### config.mk
export PLATFORM = sky130hd
export DESIGN_NAME = fsk_zc_demod
export DESIGN_NICKNAME = d
export VERILOG_FILES = /design/src/rtl/fsk_pkg.sv /design/src/rtl/fsk_hyst_slicer.sv /design/src/rtl/fsk_zc_demod.sv
export SDC_FILE = /design/constraint.sdc
export NUM_CORES = 1
export LEC_CHECK = 0
export CAP_MARGIN = 0
export CORE_MARGIN = 5
export CORE_UTILIZATION = 55
export CTS_CLUSTER_DIAMETER = 50
export DETAILED_ROUTE_END_ITERATION = 7
export HOLD_SLACK_MARGIN = 0.12
export PLACE_DENSITY = 0.8
export SLEW_MARGIN = 20
export SYNTH_ARGS = -nofsm -noshare
export SYNTH_HDL_FRONTEND = slang
export SYNTH_SLANG_ARGS = --single-unit
### constraint.sdc
create_clock -name clk -period 3.6 [get_ports clk]
set_input_delay 0.72 -clock clk [delete_from_list [all_inputs] [get_ports clk]]
set_output_delay 0.72 -clock clk [all_outputs]
set_load 0.05 [all_outputs]
### src/rtl/fsk_pkg.sv
// ============================================================================
// fsk_pkg : shared types and constant helpers for the FSK zero-crossing demod
// Rev 1.0 - initial release
// ============================================================================
`default_nettype none

package fsk_pkg;

  typedef enum logic [0:0] {
    ACQ = 1'b0,
    RUN = 1'b1
  } fsk_state_e;

  // Offset-binary midpoint for a given sample width.
  function automatic int fsk_mid(input int data_w);
    return 1 << (data_w - 1);
  endfunction

  // Bits needed to index n entries, never less than one.
  function automatic int fsk_clog2(input int n);
    int w;
    w = 1;
    while ((1 << w) < n) w++;
    return w;
  endfunction

endpackage

`default_nettype wire

### src/rtl/fsk_hyst_slicer.sv
// ============================================================================
// fsk_hyst_slicer : hysteresis comparator with sign-change (crossing) strobe
// Rev 1.0 - initial release
// ============================================================================
`default_nettype none

module fsk_hyst_slicer
  import fsk_pkg::*;
#(
  parameter int DATA_W = 11,
  parameter int HYST   = 16
) (
  input  logic              clk,
  input  logic              rst,
  input  logic [DATA_W-1:0] sample_i,
  input  logic              en_i,
  output logic              sign_o,
  output logic              cross_o
);

  localparam int MID = fsk_mid(DATA_W);
  localparam int HI  = MID + HYST;
  localparam int LO  = MID - HYST;

  int   w_samp;
  logic sign_q;
  logic sign_d;

  assign w_samp = int'(32'(sample_i));

  // Inside the dead band the previous decision is held.
  always_comb begin
    sign_d = sign_q;
    if (w_samp >= HI) begin
      sign_d = 1'b1;
    end else if (w_samp <= LO) begin
      sign_d = 1'b0;
    end
  end

  always_ff @(posedge clk) begin
    if (rst) begin
      sign_q <= 1'b0;
    end else if (en_i) begin
      sign_q <= sign_d;
    end
  end

  assign sign_o  = sign_q;
  assign cross_o = en_i & (sign_d != sign_q);

endmodule

`default_nettype wire

### src/rtl/fsk_zc_demod.sv
// ============================================================================
// fsk_zc_demod : 2FSK demodulator counting zero crossings per symbol window
// Rev 1.0 - initial release
// ============================================================================
`default_nettype none

module fsk_zc_demod
  import fsk_pkg::*;
#(
  parameter int DATA_W  = 11,
  parameter int SYM_LEN = 2048,
  parameter int HYST    = 16,
  parameter int THRESH  = 6,
  parameter int ZC_MIN  = 2,
  parameter int ZC_MAX  = 64,
  parameter int INVERT  = 1,
  parameter int CNT_W   = 8
) (
  input  logic              clk,
  input  logic              rst,
  input  logic [DATA_W-1:0] sample_i,
  input  logic              sample_vld_i,
  input  logic              sym_sync_i,
  output logic              bit_out_o,
  output logic              bit_vld_o,
  output logic [CNT_W-1:0]  zc_cnt_o,
  output logic              bad_sym_o
);

  localparam int               IDX_W = fsk_clog2(SYM_LEN);
  localparam logic [IDX_W-1:0] LAST  = IDX_W'(SYM_LEN - 1);

  fsk_state_e       state_q, state_d;
  logic [IDX_W-1:0] idx_q, idx_d;
  logic [CNT_W-1:0] cnt_q, cnt_d;
  logic [CNT_W-1:0] zc_q, zc_d;
  logic             bit_q, bit_d;
  logic             vld_q, vld_d;
  logic             bad_q, bad_d;

  logic             w_en;
  logic             w_sign;
  logic             w_cross;
  logic [CNT_W-1:0] w_final;
  logic [31:0]      w_final32;

  // A sync pulse in RUN discards the coincident sample, so the slicer must not see it.
  assign w_en = sample_vld_i & ~(sym_sync_i & (state_q == RUN));

  fsk_hyst_slicer #(
    .DATA_W (DATA_W),
    .HYST   (HYST)
  ) u_slicer (
    .clk      (clk),
    .rst      (rst),
    .sample_i (sample_i),
    .en_i     (w_en),
    .sign_o   (w_sign),
    .cross_o  (w_cross)
  );

  assign w_final   = (w_cross && (cnt_q != '1)) ? cnt_q + CNT_W'(1) : cnt_q;
  assign w_final32 = 32'(w_final);

  always_comb begin
    state_d = state_q;
    idx_d   = idx_q;
    cnt_d   = cnt_q;
    zc_d    = zc_q;
    bit_d   = bit_q;
    bad_d   = bad_q;
    vld_d   = 1'b0;
    case (state_q)
      ACQ: begin
        if (sym_sync_i) begin
          idx_d = '0;
        end
        if (sample_vld_i) begin
          idx_d   = idx_d + IDX_W'(1);
          state_d = RUN;
        end
      end
      RUN: begin
        if (sym_sync_i) begin
          idx_d = '0;
          cnt_d = '0;
        end else if (sample_vld_i) begin
          if (idx_q == LAST) begin
            idx_d = '0;
            cnt_d = '0;
            zc_d  = w_final;
            bit_d = (w_final32 > THRESH) ^ (INVERT != 0);
            bad_d = (w_final32 < ZC_MIN) || (w_final32 > ZC_MAX);
            vld_d = 1'b1;
          end else begin
            idx_d = idx_q + IDX_W'(1);
            cnt_d = w_final;
          end
        end
      end
      default: state_d = ACQ;
    endcase
  end

  always_ff @(posedge clk) begin
    if (rst) begin
      state_q <= ACQ;
      idx_q   <= '0;
      cnt_q   <= '0;
      zc_q    <= '0;
      bit_q   <= 1'b0;
      vld_q   <= 1'b0;
      bad_q   <= 1'b0;
    end else begin
      state_q <= state_d;
      idx_q   <= idx_d;
      cnt_q   <= cnt_d;
      zc_q    <= zc_d;
      bit_q   <= bit_d;
      vld_q   <= vld_d;
      bad_q   <= bad_d;
    end
  end

  assign bit_out_o = bit_q;
  assign bit_vld_o = vld_q;
  assign zc_cnt_o  = zc_q;
  assign bad_sym_o = bad_q;

  logic w_unused;
  assign w_unused = w_sign;

endmodule

`default_nettype wire

==> metrics.txt, run 1 <==
# TYPE chip_impl_metric gauge
chip_impl_info{name="run_status",value="complete, no violations"} 1
chip_impl_metric{name="place.detailed.hpwl",unit="um"} 3740
chip_impl_metric{name="post_route_skew",unit="ns"} 0.00752
chip_impl_metric{name="met2_track_usage_gr",unit="%"} 32.2
chip_impl_metric{name="largest_net_degree_at_the_start_of_global_routing",unit=""} 29
chip_impl_info{name="critPathKind",value="input pin to flip-flop"} 1
chip_impl_metric{name="tightest_pin_transition",unit="ns"} 0.823
chip_impl_metric{name="route.detailed.wl_per_inst",unit="um"} 14.5
chip_impl_metric{name="synthToLayoutAreaGrowth",unit="%"} 21.2
chip_impl_metric{name="design.final.nets",unit=""} 330
chip_impl_metric{name="grt_pass1_wl",unit="um"} 8560
chip_impl_metric{name="drv_slew",unit=""} 0
chip_impl_metric{name="clock_sinks",unit=""} 32
chip_impl_info{name="globalRoute.busiestLayer",value="met2"} 1
chip_impl_info{name="crit-reg2reg-launch",value="cnt_q[0]$_SDFFE_PP0P_"} 1
chip_impl_metric{name="io_pins",unit=""} 26
chip_impl_metric{name="post-route-cell-area",unit="mm2"} 0.00253
chip_impl_info{name="most-common-layout-cells",value="34 x sky130_fd_sc_hd__nand2_1, 32 x sky130_fd_sc_hd__nor2_1, 32 x sky130_fd_sc_hd__dfxtp_1, 30 x sky130_fd_sc_hd__a21oi_1, 25 x sky130_fd_sc_hd__clkdlybuf4s50_1"} 1
chip_impl_metric{name="use_met3",unit="%"} 3.93
chip_impl_metric{name="worstSkewPairLatency",unit="ns"} 0.29
chip_impl_metric{name="period_needed",unit="ns"} 3.11
chip_impl_metric{name="hold_violation_total_from_the_final_report",unit=""} 0
chip_impl_metric{name="floorplan.initialDensity",unit="%"} 56.9
chip_impl_metric{name="total_leakage_power",unit="nW"} 0.816
chip_impl_metric{name="yosysWarnings",unit=""} 0
chip_impl_metric{name="holdWs",unit="ns"} 0.459
chip_impl_metric{name="synth-seq-area-share",unit="%"} 30.7
chip_impl_info{name="ys.flop_type",value="sky130_fd_sc_hd__dfxtp_1"} 1
chip_impl_metric{name="fp.dieH",unit="um"} 71.6
chip_impl_metric{name="worst_slew_margin_rel",unit="%"} 44.6
chip_impl_metric{name="clockBufferDepth",unit=""} 2
chip_impl_info{name="cts_tree",value="done"} 1
chip_impl_metric{name="max-cap-violations",unit=""} 0
chip_impl_metric{name="min_period_over_period",unit="%"} 86.4
chip_impl_metric{name="gpl.final_weighted_congestion",unit=""} 0.905
chip_impl_metric{name="core_area",unit="mm2"} 0.00366
chip_impl_metric{name="cts_resized",unit=""} 0
chip_impl_metric{name="mappedNetlistNets",unit=""} 304
chip_impl_metric{name="worst-endpoint-arrival",unit="ns"} 3.33
chip_impl_info{name="unrepaired_setup_endpoints_after_global_routing",value="false"} 1
chip_impl_metric{name="drt_first_pass_iters",unit=""} 4
chip_impl_info{name="slowest_stage",value="sky130_fd_sc_hd__a2111oi_0"} 1
chip_impl_metric{name="numCtsBuffers",unit=""} 5
chip_impl_metric{name="required",unit="ns"} 3.82
chip_impl_info{name="final_common_cell",value="sky130_fd_sc_hd__nand2_1"} 1
chip_impl_info{name="critPathLaunchType",value="input pin"} 1
chip_impl_info{name="worstHoldPathType",value="flip-flop to flip-flop"} 1
chip_impl_metric{name="num_vias",unit=""} 2174
chip_impl_metric{name="fmax",unit="MHz"} 322
chip_impl_metric{name="ctsHtreeMaxLevel",unit=""} 2
chip_impl_metric{name="ctsHoldBuffers",unit=""} 0
chip_impl_metric{name="grt_remaining_overflow",unit=""} 0
chip_impl_metric{name="die_width",unit="um"} 71.6
chip_impl_metric{name="grt_use_total",unit="%"} 20.5
chip_impl_metric{name="n_fill_cell",unit=""} 312
chip_impl_metric{name="path_max_fanout",unit=""} 5
chip_impl_metric{name="num_rows",unit=""} 22
chip_impl_metric{name="drt-vias-per-instance",unit=""} 6.02
chip_impl_info{name="worstSetupEndpointType",value="flip-flop"} 1
chip_impl_info{name="path_delay_family",value="simple AND/OR/NAND/NOR gates"} 1
chip_impl_metric{name="synth-async-reset-ratio",unit="%"} 0
chip_impl_info{name="crit_path_cell_trace",value="clkdlybuf4s50_1 -> nor4_1 -> o311ai_2 -> a2111oi_0 -> mux2_2 -> or4_1 -> a21oi_1"} 1
chip_impl_metric{name="area.sequential",unit="um2"} 641
chip_impl_metric{name="ys_ff_latch",unit=""} 32
chip_impl_metric{name="clk_pin_slew_worst_paths",unit="ns"} 0.07
chip_impl_metric{name="first_iter_violations",unit=""} 273
chip_impl_metric{name="finalSetupViolCount",unit=""} 0
chip_impl_metric{name="drive_gt1_share",unit="%"} 9.90
chip_impl_metric{name="first_global_vias",unit=""} 1910
chip_impl_metric{name="syn_area",unit="mm2"} 0.00208
chip_impl_metric{name="synthesis.area_per_instance",unit="um2"} 7.29
chip_impl_metric{name="drc_violations",unit=""} 0
chip_impl_metric{name="synth_cells",unit=""} 286
chip_impl_metric{name="critPathMaxStageDelay",unit="ns"} 0.56
chip_impl_metric{name="postCtsSetupRepairBufs",unit=""} 0
chip_impl_metric{name="global_route.usage.met1",unit="%"} 27.0
chip_impl_info{name="clock-root-buffer",value="sky130_fd_sc_hd__clkbuf_8"} 1
chip_impl_metric{name="floorplan.die_area",unit="mm2"} 0.00512
chip_impl_metric{name="crit_buf_inv",unit=""} 1
chip_impl_metric{name="placed_cell_area",unit="mm2"} 0.00242
chip_impl_info{name="hold_start",value="zc_cnt_o[0]$_SDFFE_PP0P_"} 1
chip_impl_info{name="critical_path_start",value="sample_i[0]"} 1
chip_impl_metric{name="portBuffers",unit=""} 25
chip_impl_metric{name="drtAntennaViolNets",unit=""} 0
chip_impl_metric{name="totalNegativeSetupSlack",unit="ns"} 0
chip_impl_metric{name="synth.lib_cells_used.distinct",unit=""} 49
chip_impl_metric{name="post_synth_edffs",unit=""} 0
chip_impl_metric{name="multi_input_comb_area",unit="mm2"} 0.00135
chip_impl_metric{name="number_of_antenna_violations_at_the_first_check_in_global_routing",unit=""} 0
chip_impl_metric{name="power.density",unit="mW/mm2"} 316
chip_impl_metric{name="antenna-diode-count",unit=""} 0
chip_impl_metric{name="postRouteWirelength",unit="um"} 5230
chip_impl_metric{name="vdd_ir_drop_max",unit="mV"} 0.182
==> sequential cells by signal, indices dropped and copies added (netlist names) <==
name / flops
idx_q: 11
cnt_q: 8
zc_cnt_o: 8
bad_sym_o: 1
bit_out_o: 1
bit_vld_o: 1
state_q: 1
u_slicer.sign_o: 1
==> worst min-delay path, stage by stage, from the launching register on <==
cell	delay, ns
sky130_fd_sc_hd__dfxtp_1	0.31
sky130_fd_sc_hd__nand2_1	0.05
sky130_fd_sc_hd__a21oi_1	0.05
==> cell type report <==
type / count / area share (%)
well taps: 48 / 2.38
clock inverters: 3 / 1.68
multi-input cells: 228 / 53.2
repair buffers: 37 / 13.5
flip-flops and latches: 32 / 25.3
clock buffers: 5 / 2.72
inverters: 8 / 1.19
==> logic make-up (layout without fill, tap and decap cells) <==
kind of cell	count (synthesis)	after routing	share of synthesized area, %
flip-flops	32	32	30.7
multiplexers	4	4	2.16
XOR/XNOR	9	9	3.78
AND/OR/NAND/NOR	131	131	30.9
buffers and inverters	26	53	4.74
adder cells (fa/ha/maj)	3	3	1.80
AO/OA/AOI/OAI	81	81	25.9
==> cell usage after synthesis, types with 3 or more instances <==
library cell / number / area (um2)
sky130_fd_sc_hd__nand2_1: 34 / 128
sky130_fd_sc_hd__dfxtp_1: 32 / 641
sky130_fd_sc_hd__nor2_1: 32 / 120
sky130_fd_sc_hd__a21oi_1: 30 / 150
sky130_fd_sc_hd__clkbuf_1: 17 / 63.8
sky130_fd_sc_hd__o21ai_0: 16 / 80.1
sky130_fd_sc_hd__nor3_1: 14 / 70.1
sky130_fd_sc_hd__a211oi_1: 9 / 67.6
sky130_fd_sc_hd__nand3_1: 9 / 45.0
sky130_fd_sc_hd__nor4_1: 9 / 56.3
sky130_fd_sc_hd__inv_1: 8 / 30.0
sky130_fd_sc_hd__xnor2_1: 7 / 61.3
sky130_fd_sc_hd__and3_1: 5 / 31.3
sky130_fd_sc_hd__nor2b_1: 5 / 31.3
sky130_fd_sc_hd__or3_1: 5 / 31.3
sky130_fd_sc_hd__nand2b_1: 4 / 25.0
sky130_fd_sc_hd__a31o_2: 3 / 26.3
sky130_fd_sc_hd__a31oi_1: 3 / 18.8
sky130_fd_sc_hd__ha_1: 3 / 37.5
sky130_fd_sc_hd__nand4_1: 3 / 18.8
==> through the flow <==
step                setup slack, ns  instances  utilization, %  power, W
floorplan                     0.828        286               -  0.000421
global placement              0.254        353            66.0  0.000456
detailed placement            0.241        353            66.0  0.000457
CTS                           0.504        361            69.0  0.000801
global route                  0.404        361            69.0  0.000823
finish                        0.491        361            69.0  0.000799
==> power by group <==
group / switching [W] / internal [W]
clock: 0.000143 / 0.000205
combinational: 0.0000464 / 0.0000388
sequential: 0.00000793 / 0.000357
total: 0.000198 / 0.000601
==> path summary, 6_finish.rpt <==
check	to	slack (ns)	cells past startpoint
max	bit_out_o$_SDFFE_PP0P_	0.49	7
min	zc_cnt_o[0]$_SDFFE_PP0P_	0.46	2
max reg2reg	bit_out_o$_SDFFE_PP0P_	0.89	9
min reg2reg	zc_cnt_o[0]$_SDFFE_PP0P_	0.46	2
==> per-layer routing <==
layer  vias up  share of wire (%)
met1       995                 47
li1       1087                  -
met3        10                6.3
met2        82                 45
met4         0                1.9
met5         -                  0
No activity file was read; power rests on OpenSTA's default activity.
==> inputs of run 2 (changes only) <==
- CORE_UTILIZATION: 55 -> 30
- PLACE_DENSITY: 0.8 -> 0.49
==> run 2 against run 1 <==
Critical path depth is 1 higher; power rose by 0.23%; count of clock-buffer cells in the layout is the same; via count is 2.8% lower; sequential cell count did not move; wire length up 4.9%; global-route usage fell by 7.6 points; final area grew 2.7%; non-clock buffer count rose by 1; clock skew is 0.0034 ns lower; critical endpoint unchanged.
==> metrics.txt, run 2 (synthesis gave the netlist of run 1 again) <==
# TYPE chip_impl_metric gauge
chip_impl_metric{name="clock_sinks",unit=""} 32
chip_impl_metric{name="worstRegToRegCells",unit=""} 8
chip_impl_metric{name="hold_critical_path_depth",unit=""} 2
chip_impl_metric{name="portBuffers",unit=""} 25
chip_impl_metric{name="max-cap-violations",unit=""} 0
chip_impl_metric{name="largest_register_ff_count",unit=""} 11
chip_impl_metric{name="worst-endpoint-arrival",unit="ns"} 3.34
chip_impl_metric{name="design.final.nets",unit=""} 331
chip_impl_metric{name="grt_remaining_overflow",unit=""} 0
chip_impl_metric{name="number_of_antenna_violations_at_the_first_check_in_global_routing",unit=""} 0
chip_impl_metric{name="power.internal",unit="W"} 0.000602
chip_impl_metric{name="numCtsBuffers",unit=""} 5
chip_impl_metric{name="floorplan.initialDensity",unit="%"} 30.7
chip_impl_metric{name="multi_input_comb_area",unit="mm2"} 0.00135
chip_impl_metric{name="placed_cell_area",unit="mm2"} 0.00248
chip_impl_metric{name="clockBufferDepth",unit=""} 2
chip_impl_info{name="largest_register",value="idx_q"} 1
chip_impl_metric{name="drive_gt1_share",unit="%"} 10.2
chip_impl_metric{name="synthToLayoutAreaGrowth",unit="%"} 24.5
chip_impl_metric{name="finalSetupViolCount",unit=""} 0
chip_impl_metric{name="worst_reg_to_reg_setup_slack",unit="ns"} 0.84
chip_impl_metric{name="total_leakage_power",unit="nW"} 0.823
chip_impl_metric{name="worstSkewPairLatency",unit="ns"} 0.28
chip_impl_info{name="most-common-layout-cells",value="34 x sky130_fd_sc_hd__nand2_1, 32 x sky130_fd_sc_hd__nor2_1, 32 x sky130_fd_sc_hd__dfxtp_1, 30 x sky130_fd_sc_hd__a21oi_1, 25 x sky130_fd_sc_hd__clkdlybuf4s50_1"} 1
chip_impl_metric{name="post_route_skew",unit="ns"} 0.00411
chip_impl_info{name="clock-root-buffer",value="sky130_fd_sc_hd__clkbuf_8"} 1
chip_impl_metric{name="postRouteWirelength",unit="um"} 5490
chip_impl_metric{name="floorplan.die_area",unit="mm2"} 0.00872
chip_impl_metric{name="clk_pin_slew_worst_paths",unit="ns"} 0.07
chip_impl_metric{name="power.density",unit="mW/mm2"} 308
chip_impl_metric{name="tightest_pin_transition",unit="ns"} 0.610
chip_impl_metric{name="fmax",unit="MHz"} 321
chip_impl_metric{name="ctsHoldBuffers",unit=""} 0
chip_impl_metric{name="first_iter_violations",unit=""} 148
chip_impl_metric{name="hold_violation_total_from_the_final_report",unit=""} 0
chip_impl_info{name="crit-reg2reg-capture",value="bit_out_o$_SDFFE_PP0P_"} 1
chip_impl_metric{name="switchingPower",unit="W"} 0.000199
chip_impl_metric{name="power.switching_fraction",unit="%"} 24.8
chip_impl_metric{name="grt_pass1_wl",unit="um"} 9070
chip_impl_metric{name="drc_violations",unit=""} 0
chip_impl_info{name="final_common_cell",value="sky130_fd_sc_hd__nand2_1"} 1
chip_impl_metric{name="seq_power_share",unit="%"} 45.7
chip_impl_metric{name="post-route-cell-area",unit="mm2"} 0.00259
chip_impl_metric{name="worst_slew_margin_rel",unit="%"} 59.3
chip_impl_metric{name="postCtsSetupRepairBufs",unit=""} 0
chip_impl_metric{name="totalNegativeSetupSlack",unit="ns"} 0
chip_impl_metric{name="num_rows",unit=""} 30
chip_impl_metric{name="drt_first_pass_iters",unit=""} 4
chip_impl_metric{name="antenna-diode-count",unit=""} 0
chip_impl_metric{name="area.sequential",unit="um2"} 641
chip_impl_metric{name="ctsHtreeMaxLevel",unit=""} 2
chip_impl_metric{name="fp.dieH",unit="um"} 93.4
chip_impl_metric{name="period_needed",unit="ns"} 3.12
chip_impl_metric{name="drt-vias-per-instance",unit=""} 5.15
chip_impl_metric{name="largest_net_degree_at_the_start_of_global_routing",unit=""} 29
chip_impl_metric{name="io_pins",unit=""} 26
chip_impl_metric{name="detailedPlace.worstSlack",unit="ns"} 0.259
chip_impl_metric{name="place.detailed.hpwl",unit="um"} 4090
chip_impl_metric{name="path_max_fanout",unit=""} 6
chip_impl_metric{name="p_clk_share",unit="%"} 43.4
chip_impl_metric{name="drv_slew",unit=""} 0
chip_impl_info{name="critPathKind",value="input pin to flip-flop"} 1
chip_impl_info{name="run_status",value="complete, no violations"} 1
chip_impl_metric{name="fin_ws",unit="ns"} 0.481
chip_impl_info{name="worstSetupEndpointType",value="flip-flop"} 1
chip_impl_info{name="hold_start",value="zc_cnt_o[6]$_SDFFE_PP0P_"} 1
chip_impl_info{name="critPathLaunchType",value="input pin"} 1
chip_impl_metric{name="n_fill_cell",unit=""} 726
chip_impl_info{name="cts_tree",value="done"} 1
chip_impl_metric{name="grt_use_total",unit="%"} 12.9
chip_impl_metric{name="cts_resized",unit=""} 0
chip_impl_metric{name="gpl.final_weighted_congestion",unit=""} 0.853
chip_impl_metric{name="route.detailed.wl_per_inst",unit="um"} 13.4
chip_impl_info{name="worstHoldPathType",value="flip-flop to flip-flop"} 1
chip_impl_metric{name="die_width",unit="um"} 93.4
chip_impl_metric{name="min_period_over_period",unit="%"} 86.6
chip_impl_info{name="crit-reg2reg-launch",value="cnt_q[0]$_SDFFE_PP0P_"} 1
chip_impl_metric{name="vdd_ir_drop_max",unit="mV"} 0.162
chip_impl_metric{name="first_global_vias",unit=""} 1877
chip_impl_metric{name="num_vias",unit=""} 2113
chip_impl_info{name="min_delay_worst_endpoint",value="zc_cnt_o[6]$_SDFFE_PP0P_"} 1
chip_impl_metric{name="comb_power_share",unit="%"} 10.9
chip_impl_info{name="unrepaired_setup_endpoints_after_global_routing",value="false"} 1
chip_impl_info{name="critical_path_start",value="sample_i[0]"} 1
chip_impl_metric{name="core_area",unit="mm2"} 0.00679
chip_impl_metric{name="required",unit="ns"} 3.82
chip_impl_metric{name="drtAntennaViolNets",unit=""} 0
-- run 2: cell types whose count changed in the layout (fill, tap and decap cells not counted) --
cell and change:
sky130_fd_sc_hd__buf_4 +1
-- run 2: worst max path at each step --
stage / endpoint / cells past startpoint
finish: bit_out_o$_SDFFE_PP0P_ / 8
global route: bit_out_o$_SDFFE_PP0P_ / 8
CTS: bit_out_o$_SDFFE_PP0P_ / 8
detailed placement: bit_out_o$_SDFFE_PP0P_ / 8
global placement: bit_out_o$_SDFFE_PP0P_ / 8
floorplan: bit_out_o$_SDFFE_PP0P_ / 6
-- run 2: stage by stage --
stage	power [W]	hold slack, ns	instances	utilization, %
after floorplan	0.000421	0.489	286	-
after global placement	0.000462	0.439	402	36.6
after detailed placement	0.000461	0.444	402	36.6
after CTS	0.000815	0.454	410	38.2
after global routing	0.000837	0.466	410	38.2
final	0.000800	0.450	410	38.2
-- run 2: layout make-up --
type	instances	share of cell area, %
multi-input combinational	228	51.8
sequential	32	24.7
timing repair buffer	38	13.4
tap	96	4.63
clock buffer	5	2.65
clock inverter	3	1.64
inverter	8	1.16
-- run 2: layer usage --
metal	track usage, %	vias up	share of wire, %	wire [um]
met5	0	-	0	0
met4	4.64	0	1.2	67
met3	2.82	5	3.5	193
met2	18.5	40	42	2320
met1	18.6	976	53	2910
li1	-	1092	-	-
-- run 2: critical path, stage by stage --
cell	delay (ns)
sky130_fd_sc_hd__clkdlybuf4s50_1	0.40
sky130_fd_sc_hd__nor4_1	0.29
sky130_fd_sc_hd__buf_4	0.17
sky130_fd_sc_hd__o311ai_2	0.13
sky130_fd_sc_hd__a2111oi_0	0.56
sky130_fd_sc_hd__mux2_2	0.44
sky130_fd_sc_hd__or4_1	0.48
sky130_fd_sc_hd__a21oi_1	0.14
-- run 2: power groups by stage --
stage / Clock (W) / Sequential (W) / Combinational (W)
after detailed placement: 0 / 0.000373 / 0.0000877
after global routing: 0.000375 / 0.000366 / 0.0000962
after global placement: 0 / 0.000373 / 0.0000882
final: 0.000348 / 0.000365 / 0.0000875
after CTS: 0.000362 / 0.000365 / 0.0000881
after floorplan: 0 / 0.000368 / 0.0000523
==> inputs of run 3 (changes only) <==
- ABC_CLOCK_PERIOD_IN_PS: not set -> 3600
- CELL_PAD_IN_SITES_DETAIL_PLACEMENT: not set -> 1
- CELL_PAD_IN_SITES_GLOBAL_PLACEMENT: not set -> 1
- PLACE_DENSITY: 0.49 -> 0.63
==> run 3 against run 2 <==
Sequential cell count did not move; sequential share of layout area is 0.072 points higher; worst setup slack lost 0.050 ns; die area unchanged; clock power is 4% higher; clock skew is 0.0034 ns higher; count of clock-buffer cells in the layout unchanged; utilization is 0.11 points lower; wire length is 10% higher; final area fell by 0.29%; critical endpoint unchanged.
==> metrics.txt, run 3 (synthesis gave the netlist of run 1 again) <==
# TYPE chip_impl_metric gauge
chip_impl_info{name="run_status",value="complete, no violations"} 1
chip_impl_metric{name="hold_violation_total_from_the_final_report",unit=""} 0
chip_impl_info{name="hold_start",value="zc_cnt_o[0]$_SDFFE_PP0P_"} 1
chip_impl_info{name="critPathKind",value="input pin to flip-flop"} 1
chip_impl_info{name="critPathLaunchType",value="input pin"} 1
chip_impl_info{name="crit_path_cell_trace",value="clkdlybuf4s50_1 -> nor4_1 -> o311ai_2 -> buf_4 -> a211oi_1 -> mux2i_1 -> inv_1 -> or4_1 -> a21oi_1"} 1
chip_impl_metric{name="ctsHtreeMaxLevel",unit=""} 2
chip_impl_metric{name="n_fill_cell",unit=""} 826
chip_impl_metric{name="first_global_vias",unit=""} 2010
chip_impl_metric{name="critPathMaxStageDelay",unit="ns"} 0.52
chip_impl_metric{name="first_iter_violations",unit=""} 64
chip_impl_metric{name="io_pins",unit=""} 26
chip_impl_metric{name="fmax",unit="MHz"} 316
chip_impl_info{name="crit-reg2reg-capture",value="bit_out_o$_SDFFE_PP0P_"} 1
chip_impl_metric{name="worstSkewPairLatency",unit="ns"} 0.29
chip_impl_metric{name="numCtsBuffers",unit=""} 5
chip_impl_metric{name="fin_ws",unit="ns"} 0.431
chip_impl_info{name="most-common-layout-cells",value="34 x sky130_fd_sc_hd__nand2_1, 32 x sky130_fd_sc_hd__nor2_1, 32 x sky130_fd_sc_hd__dfxtp_1, 30 x sky130_fd_sc_hd__a21oi_1, 25 x sky130_fd_sc_hd__clkdlybuf4s50_1"} 1
chip_impl_info{name="globalRoute.busiestLayer",value="met2"} 1
chip_impl_metric{name="period_needed",unit="ns"} 3.17
chip_impl_metric{name="crit_buf_inv",unit=""} 3
chip_impl_info{name="cts_tree",value="done"} 1
chip_impl_metric{name="antenna-diode-count",unit=""} 0
chip_impl_metric{name="place.detailed.hpwl",unit="um"} 4420
chip_impl_info{name="largest_register",value="idx_q"} 1
chip_impl_metric{name="ctsHoldBuffers",unit=""} 0
chip_impl_metric{name="cts_resized",unit=""} 0
chip_impl_metric{name="postRouteWirelength",unit="um"} 6040
chip_impl_metric{name="fp.dieH",unit="um"} 93.4
chip_impl_info{name="path_delay_family",value="simple AND/OR/NAND/NOR gates"} 1
chip_impl_info{name="unrepaired_setup_endpoints_after_global_routing",value="false"} 1
chip_impl_metric{name="drt_first_pass_iters",unit=""} 4
chip_impl_metric{name="drt-vias-per-instance",unit=""} 5.16
chip_impl_metric{name="met2_track_usage_gr",unit="%"} 21.3
chip_impl_metric{name="grt_use_total",unit="%"} 14.3
chip_impl_metric{name="die_width",unit="um"} 93.4
chip_impl_metric{name="route.detailed.wl_per_inst",unit="um"} 14.8
chip_impl_info{name="worstHoldPathType",value="flip-flop to flip-flop"} 1
chip_impl_metric{name="min_period_over_period",unit="%"} 88.0
chip_impl_metric{name="worst_slew_margin_rel",unit="%"} 39.5
chip_impl_metric{name="hold_critical_path_depth",unit=""} 2
chip_impl_metric{name="design.final.nets",unit=""} 330
chip_impl_metric{name="gpl.final_weighted_congestion",unit=""} 0.793
chip_impl_metric{name="use_met3",unit="%"} 2.74
chip_impl_metric{name="num_vias",unit=""} 2109
chip_impl_metric{name="drc_violations",unit=""} 0
chip_impl_metric{name="max-cap-violations",unit=""} 0
chip_impl_metric{name="synthToLayoutAreaGrowth",unit="%"} 24.1
chip_impl_metric{name="global_route.usage.met1",unit="%"} 20.7
chip_impl_metric{name="floorplan.die_area",unit="mm2"} 0.00872
chip_impl_metric{name="worst_reg_to_reg_setup_slack",unit="ns"} 0.80
chip_impl_metric{name="drtAntennaViolNets",unit=""} 0
chip_impl_metric{name="clk_pin_slew_worst_paths",unit="ns"} 0.08
chip_impl_metric{name="largest_net_degree_at_the_start_of_global_routing",unit=""} 29
chip_impl_metric{name="totalNegativeSetupSlack",unit="ns"} 0
chip_impl_info{name="min_delay_worst_endpoint",value="zc_cnt_o[0]$_SDFFE_PP0P_"} 1
chip_impl_info{name="final_common_cell",value="sky130_fd_sc_hd__nand2_1"} 1
chip_impl_metric{name="grt_remaining_overflow",unit=""} 0
chip_impl_metric{name="drive_gt1_share",unit="%"} 9.90
chip_impl_info{name="slowest_stage",value="sky130_fd_sc_hd__or4_1"} 1
chip_impl_info{name="crit-reg2reg-launch",value="cnt_q[0]$_SDFFE_PP0P_"} 1
chip_impl_metric{name="largest_register_ff_count",unit=""} 11
chip_impl_metric{name="post_route_skew",unit="ns"} 0.00747
chip_impl_metric{name="drv_slew",unit=""} 0
chip_impl_metric{name="num_rows",unit=""} 30
chip_impl_metric{name="postCtsSetupRepairBufs",unit=""} 0
chip_impl_metric{name="finalSetupViolCount",unit=""} 0
chip_impl_metric{name="portBuffers",unit=""} 25
chip_impl_metric{name="clock_sinks",unit=""} 32
chip_impl_metric{name="worstRegToRegCells",unit=""} 8
chip_impl_metric{name="number_of_antenna_violations_at_the_first_check_in_global_routing",unit=""} 0
chip_impl_metric{name="worst-endpoint-arrival",unit="ns"} 3.40
chip_impl_metric{name="tightest_pin_transition",unit="ns"} 0.898
chip_impl_metric{name="clockBufferDepth",unit=""} 2
chip_impl_metric{name="power.density",unit="mW/mm2"} 315
chip_impl_metric{name="grt_pass1_wl",unit="um"} 10100
chip_impl_metric{name="vdd_ir_drop_max",unit="mV"} 0.151
chip_impl_metric{name="floorplan.initialDensity",unit="%"} 30.7
chip_impl_metric{name="required",unit="ns"} 3.83
chip_impl_info{name="worstSetupEndpointType",value="flip-flop"} 1
chip_impl_metric{name="path_max_fanout",unit=""} 5
chip_impl_metric{name="total_leakage_power",unit="nW"} 0.817
chip_impl_metric{name="core_area",unit="mm2"} 0.00679
chip_impl_info{name="clock-root-buffer",value="sky130_fd_sc_hd__clkbuf_8"} 1
chip_impl_metric{name="detailedPlace.worstSlack",unit="ns"} 0.134
## run 3: changes by cell type in the layout (fill, tap and decap cells not counted)
| cell | before | now |
|---|---|---|
| sky130_fd_sc_hd__buf_4 | 13 | 12 |
## run 3: per-stage QoR
stage          util (%)  hold WS (ns)  std cells  area [um2]  total power [W]
2_1_floorplan         -         0.489        286        2080         0.000421
3_3_place_gp       36.4         0.439        401        2480         0.000460
3_5_place_dp       36.4         0.446        401        2480         0.000461
4_1_cts            38.1         0.457        409        2590         0.000827
5_1_grt            38.1         0.486        409        2590         0.000846
6_report           38.1         0.451        409        2590         0.000816
## run 3: area by class of cell
type                    instances  area (um2)  area share, %
multi-input cells             228        1350           52.0
flip-flops and latches         32         641           24.8
repair buffers                 37         340           13.2
well taps                      96         120           4.64
clock buffers                   5        68.8           2.66
clock inverters                 3        42.5           1.64
inverters                       8        30.0           1.16
## run 3: tightest hold or removal path, stage by stage (launching register included)
cell and delay, ns:
sky130_fd_sc_hd__dfxtp_1 0.31, sky130_fd_sc_hd__nand2_1 0.05, sky130_fd_sc_hd__a21oi_1 0.05
## run 3: report_power, final
part            total, W  switching [W]  internal (W)
clock           0.000363       0.000158      0.000205
combinational  0.0000902      0.0000515     0.0000387
sequential      0.000363     0.00000541      0.000357
## run 3: per-layer routing
metal	share of wire, %	up-vias
met5	0	-
met4	1.0	0
met3	3.3	7
met2	42	35
met1	54	973
li1	-	1094
## run 3: worst max-delay path by stage
stage           startpoint                     end  slack, ns  cells after the start
6_report       sample_i[0]  bit_out_o$_SDFFE_PP0P_       0.43                      9
5_1_grt        sample_i[0]  bit_out_o$_SDFFE_PP0P_       0.09                      9
4_1_cts        sample_i[0]  bit_out_o$_SDFFE_PP0P_       0.40                      9
3_5_place_dp   sample_i[0]  bit_out_o$_SDFFE_PP0P_       0.13                      9
3_3_place_gp   sample_i[0]  bit_out_o$_SDFFE_PP0P_       0.15                      9
2_1_floorplan  sample_i[0]  bit_out_o$_SDFFE_PP0P_       0.83                      6
